==> src/rtl/bitstream_decoder_if.sv <==
// Handshake/bus bundle for bitstream_decoder: start/stream in, result out
// behind a valid/ready handshake. The decoder uses the slave modport.
interface bitstream_decoder_if #(
  parameter int WINDOW_LOG2 = 16
);
  logic                 start;
  logic                 stream_in;
  logic                 busy;
  logic [WINDOW_LOG2:0] result;
  logic                 result_valid;
  logic                 result_ready;

  modport master (
    output start,
    output stream_in,
    output result_ready,
    input  busy,
    input  result,
    input  result_valid
  );

  modport slave (
    input  start,
    input  stream_in,
    input  result_ready,
    output busy,
    output result,
    output result_valid
  );
endinterface

==> src/rtl/bitstream_decoder.sv <==
// Counts ones of a stochastic bitstream over 2^WINDOW_LOG2 cycles after SKIP
// warm-up cycles. Optional macro BITSTREAM_DECODER_SATURATE_EN clamps result.
module bitstream_decoder #(
  parameter int WINDOW_LOG2 = 16,
  parameter int SKIP        = 0
) (
  input  logic                clk,
  input  logic                n_rst,
  bitstream_decoder_if.slave  bus
);

  localparam int AW = WINDOW_LOG2 + 1;
  localparam logic [7:0] SKIP_LOAD = (SKIP > 0) ? 8'(SKIP - 1) : 8'd0;

  typedef enum logic [1:0] {
    ST_IDLE,
    ST_SKIP,
    ST_COUNT,
    ST_HOLD
  } state_e;

  state_e                 state_q, state_d;
  state_e                 start_st;
  logic [AW-1:0]          acc_q, acc_d;
  logic [WINDOW_LOG2-1:0] win_q, win_d;
  logic [7:0]             skip_q, skip_d;
  logic [AW-1:0]          result_q, result_d;

  logic                   accept;
  logic                   win_last;
  logic [AW-1:0]          acc_sum;
  logic [AW-1:0]          result_final;

  // A start is honoured in IDLE, or in HOLD only on the handshake cycle.
  always_comb begin
    accept   = bus.start &&
               ((state_q == ST_IDLE) ||
                ((state_q == ST_HOLD) && bus.result_ready));
    start_st = (SKIP > 0) ? ST_SKIP : ST_COUNT;
    win_last = &win_q;
    acc_sum  = acc_q + AW'(bus.stream_in);
  end

  always_comb begin
`ifdef BITSTREAM_DECODER_SATURATE_EN
    result_final = acc_sum[AW-1] ? {1'b0, {WINDOW_LOG2{1'b1}}} : acc_sum;
`else
    result_final = acc_sum;
`endif
  end

  // State register
  always_ff @(posedge clk or negedge n_rst) begin
    if (!n_rst) begin
      state_q <= ST_IDLE;
    end else begin
      state_q <= state_d;
    end
  end

  // Next-state logic
  always_comb begin
    state_d = state_q;
    case (state_q)
      ST_IDLE:  if (accept) state_d = start_st;
      ST_SKIP:  if (skip_q == 8'd0) state_d = ST_COUNT;
      ST_COUNT: if (win_last) state_d = ST_HOLD;
      ST_HOLD: begin
        if (bus.result_ready) state_d = accept ? start_st : ST_IDLE;
      end
      default:  state_d = ST_IDLE;
    endcase
  end

  // Datapath registers
  always_ff @(posedge clk or negedge n_rst) begin
    if (!n_rst) begin
      acc_q    <= '0;
      win_q    <= '0;
      skip_q   <= '0;
      result_q <= '0;
    end else begin
      acc_q    <= acc_d;
      win_q    <= win_d;
      skip_q   <= skip_d;
      result_q <= result_d;
    end
  end

  // result_q only moves on the final sample, so it survives the handshake.
  always_comb begin
    acc_d    = acc_q;
    win_d    = win_q;
    skip_d   = skip_q;
    result_d = result_q;
    if (accept) begin
      acc_d  = '0;
      win_d  = '0;
      skip_d = SKIP_LOAD;
    end else begin
      case (state_q)
        ST_SKIP: begin
          if (skip_q != 8'd0) skip_d = skip_q - 8'd1;
        end
        ST_COUNT: begin
          acc_d = acc_sum;
          win_d = win_q + WINDOW_LOG2'(1);
          if (win_last) result_d = result_final;
        end
        default: ;
      endcase
    end
  end

  // Output logic
  always_comb begin
    bus.busy         = (state_q == ST_SKIP) || (state_q == ST_COUNT);
    bus.result_valid = (state_q == ST_HOLD);
    bus.result       = result_q;
  end

endmodule
==> src/flat_wrapper.sv <==
// flat-port wrapper written by rule: the top's interface ports become plain ports
module bitstream_decoder_flat 
#(
  parameter int WINDOW_LOG2 = 16,
  parameter int SKIP        = 0
)
  (clk, n_rst, bus_start, bus_stream_in, bus_result_ready, bus_busy, bus_result, bus_result_valid);
  bitstream_decoder_if #(.WINDOW_LOG2(WINDOW_LOG2)) bus_i ();
  input  logic clk;
  input  logic n_rst;
  input wire logic [$bits(bus_i.start)-1:0] bus_start;
  input wire logic [$bits(bus_i.stream_in)-1:0] bus_stream_in;
  input wire logic [$bits(bus_i.result_ready)-1:0] bus_result_ready;
  output wire logic [$bits(bus_i.busy)-1:0] bus_busy;
  output wire logic [$bits(bus_i.result)-1:0] bus_result;
  output wire logic [$bits(bus_i.result_valid)-1:0] bus_result_valid;
  assign bus_i.start = bus_start;
  assign bus_i.stream_in = bus_stream_in;
  assign bus_i.result_ready = bus_result_ready;
  assign bus_busy = bus_i.busy;
  assign bus_result = bus_i.result;
  assign bus_result_valid = bus_i.result_valid;
  bitstream_decoder #(.WINDOW_LOG2(WINDOW_LOG2), .SKIP(SKIP)) u_core (.clk(clk), .n_rst(n_rst), .bus(bus_i));
endmodule
==> config.mk <==
export PLATFORM = sky130hd
export DESIGN_NAME = bitstream_decoder_flat
export DESIGN_NICKNAME = d
export VERILOG_FILES = /design/src/rtl/bitstream_decoder_if.sv /design/src/rtl/bitstream_decoder.sv /design/src/flat_wrapper.sv
export SDC_FILE = /design/constraint.sdc
export NUM_CORES = 1
export LEC_CHECK = 0
export BUFFER_PORTS_ARGS = -buffer_cell sky130_fd_sc_hd__buf_2
export CORE_MARGIN = 1.5
export CORE_UTILIZATION = 60
export DETAILED_ROUTE_END_ITERATION = 12
export GPL_TIMING_DRIVEN = 0
export HOLD_SLACK_MARGIN = 0.05
export PLACE_DENSITY = 0.84
export SLEW_MARGIN = 40
export SYNTH_ARGS = -nofsm -noshare
export SYNTH_HDL_FRONTEND = slang
export SYNTH_SLANG_ARGS = --single-unit
==> constraint.sdc <==
create_clock -name clk -period 5.32 [get_ports clk]
set_input_delay 1.064 -clock clk [delete_from_list [all_inputs] [get_ports clk]]
set_output_delay 1.064 -clock clk [all_outputs]
set_load 0.1 [all_outputs]
==> results.yml <==
timing:
  timing.final.max_slew_violations: 0
  finalCritPeriodShare_pct: 49.5
  finClkSkew_ps: 9.04
  period_needed_ps: 2640
  worst_slack_ps: 2680
  slew_headroom_pct: 59.7
  setup_viol: 0
  setup_tns_ps: 0
  rsz0062_at_grt: "no"
  hold_viol_final: 0
  clock.fmax_mhz: 379
  tightest_slew_ps: 604
logic_synthesis:
  syn_inst: 319
  ys.warnings.count: 0
  synthArstFlopShare_pct: 100
  ys_seq_area_share_pct: 47.4
  ys_types: 41
  synth_edf_count: 0
  synthFlopType: "dfrtp_1"
  postSynthAreaPerCell_um2: 9.94
  syn_nets: 334
  ys_ff_latch: 60
  synth_area_mm2: 0.00317
die:
  rows: 26
  die_y_um: 75.7
  core_area_mm2: 0.00511
  start_util_pct: 62.1
  die_w_um: 75.7
  die_area_mm2: 0.00573
  io_pins: 24
clock_tree:
  htreeDepth: 3
  clk_latency_ps: 340
  holdBufCountCts: 0
  clkTransAtPathRegs_ps: 70
  postCtsSetupRepairBufs: 0
  post_cts_resized: 0
  clock_sinks: 60
  cts_buffers: 9
  cts.path.max_buffers: 2
  cts_tree: "done"
  clock_tree.root_cell: "clkbuf_8"
grt:
  overflow: 0
  grt_pass1_vias: 2414
  antenna_found_initial: 0
  grt_usage_pct: 25.8
  grt_pass1_wl_um: 10900
  grt_max_degree: 61
critical_path:
  worst_path_max_delay_cell: "buf_2"
  crit_fanout: 4
  critPathBufInv: 2
  start_kind: "register"
  path_class: "register to output pin"
  critPathArrivalTime_ps: 1570
  crit_required_ps: 4260
  critical_path.cell_chain: "inv_1, ha_1, buf_2"
  endpoint_kind: "output pin"
  crit_family: "buffers and inverters"
  cpPeakStageDelay_ps: 420
final_layout:
  drive_above_1_share_pct: 16.6
  layout_commonest_cell: "dfrtp_1"
  syn_to_final_growth_pct: 11.5
  antenna_cells: 0
  nets: 368
  finalInstanceArea_mm2: 0.00354
  final_cell_mix: "dfrtp_1, nor2_1, buf_2, xnor2_1, nand2_1"
placed_design:
  place_area_mm2: 0.00338
  place_congestion: 0.847
  port_buffers: 23
  post-place-ws_ps: 2400
  place_hpwl_um: 4350
power:
  power_frac_comb_pct: 31.8
  p_leak_uw: 0.00159
  clockPowerShare_pct: 23.6
  ir_drop_mv: 0.260
  powerDensity_mw_per_mm2: 407
  p_seq_share_pct: 44.5
  sw_frac_of_total_pct: 38.8
  p_sw_uw: 559
  p_int_uw: 881
route:
  antenna_left: 0
  wl_per_cell_um: 14.9
  routed_wirelength_um: 6350
  drcViolationCount: 0
  vias_per_cell: 5.84
  drtIter0Drc: 181
  dr.pass1.iters: 4
  routed-via-count: 2489
status:
  status: "complete, no violations"
job:
  maxCapViolations: 0
min_path:
  holdCritPathClass: "register to register"
==> layout make-up <==
type	count	area, µm²
sequential	60	1500
clock inverter	3	15.0
tap	70	87.6
buffer	14	61.3
multi-input combinational	234	1570
inverter	11	41.3
clock buffer	11	141
timing repair buffer	23	121
fill	407	1570
==> power by group through the flow <==
stage	logic (µW)	clock network [µW]	registers [µW]
after floorplan	337	0	647
after CTS	458	347	639
final	458	341	641
after detailed placement	455	0	646
after global routing	513	368	656
after global placement	428	0	640
==> per-stage QoR <==
stage | hold slack (ps) | utilization [%] | cells | total power [µW]
6_report | 498 | 69.2 | 426 | 1440
5_1_grt | 521 | 69.2 | 426 | 1540
4_1_cts | 504 | 69.2 | 426 | 1440
3_5_place_dp | 489 | 66.1 | 412 | 1100
3_3_place_gp | 482 | 66.0 | 412 | 1070
2_1_floorplan | 491 | - | 319 | 984
==> synth_stat cells, drive strengths merged, types with 2 or more instances <==
| cell type | n | share of area (%) |
|---|---|---|
| inv | 11 | 1.3 |
| nor4b | 2 | 0.55 |
| and4 | 2 | 0.55 |
| mux2 | 13 | 4.6 |
| o211ai | 2 | 0.47 |
| o21ai | 13 | 2.1 |
| mux2i | 5 | 1.6 |
| xnor2 | 21 | 5.8 |
| nor2 | 37 | 4.4 |
| buf | 7 | 1.1 |
| o31a | 3 | 1.1 |
| or3 | 13 | 2.6 |
| nand2 | 16 | 1.9 |
| nand3 | 15 | 2.4 |
| dfrtp | 60 | 47 |
| xor2 | 14 | 3.9 |
| or4 | 5 | 1.3 |
| nor3 | 7 | 1.1 |
| nor4 | 11 | 2.2 |
| nand4 | 13 | 2.8 |
| a21oi | 15 | 2.4 |
| clkbuf | 7 | 0.83 |
| a211oi | 2 | 0.47 |
| and2 | 2 | 0.39 |
| o31ai | 2 | 0.47 |
| ha | 10 | 3.9 |
==> kinds of logic after synthesis <==
kind of cell             synth area share (%)
AND/OR/NAND/NOR                          20.8
XOR/XNOR                                 9.67
adder cells (fa/ha/maj)                  3.95
multiplexers                             6.20
buffers and inverters                    3.24
AO/OA/AOI/OAI                            8.76
flip-flops                               47.4
==> worst paths after layout <==
| kind | startpoint | to | slack, ps | cells after the start |
|---|---|---|---|---|
| max | u_core.state_q[1]$_DFFE_PN0P_ | bus_busy | 2680 | 3 |
| min | u_core.bus.result[11]$_DFFE_PN0P_ | u_core.bus.result[11]$_DFFE_PN0P_ | 500 | 1 |
| max reg2reg | u_core.acc_q[0]$_DFFE_PN0P_ | u_core.acc_q[16]$_DFFE_PN0P_ | 3170 | 7 |
| min reg2reg | u_core.bus.result[11]$_DFFE_PN0P_ | u_core.bus.result[11]$_DFFE_PN0P_ | 500 | 1 |
| max in group asynchronous | n_rst | u_core.acc_q[8]$_DFFE_PN0P_ | 4250 | 1 |
| min in group asynchronous | n_rst | u_core.win_q[3]$_DFFE_PN0P_ | 670 | 1 |
==> per-layer routing <==
metal  track usage [%]  part of all wire (%)
met5                 0                     0
met4              11.5                   2.3
met3              6.61                   4.7
met2              40.4                    48
met1              34.0                    45
==> sequential cells by signal, indices dropped and copies added (netlist names) <==
register           count
u_core.win_q          16
u_core.acc_q          17
u_core.bus.result     17
u_core.state_q         2
u_core.skip_q          8
Note: power is estimated with default switching activity, not from simulation.
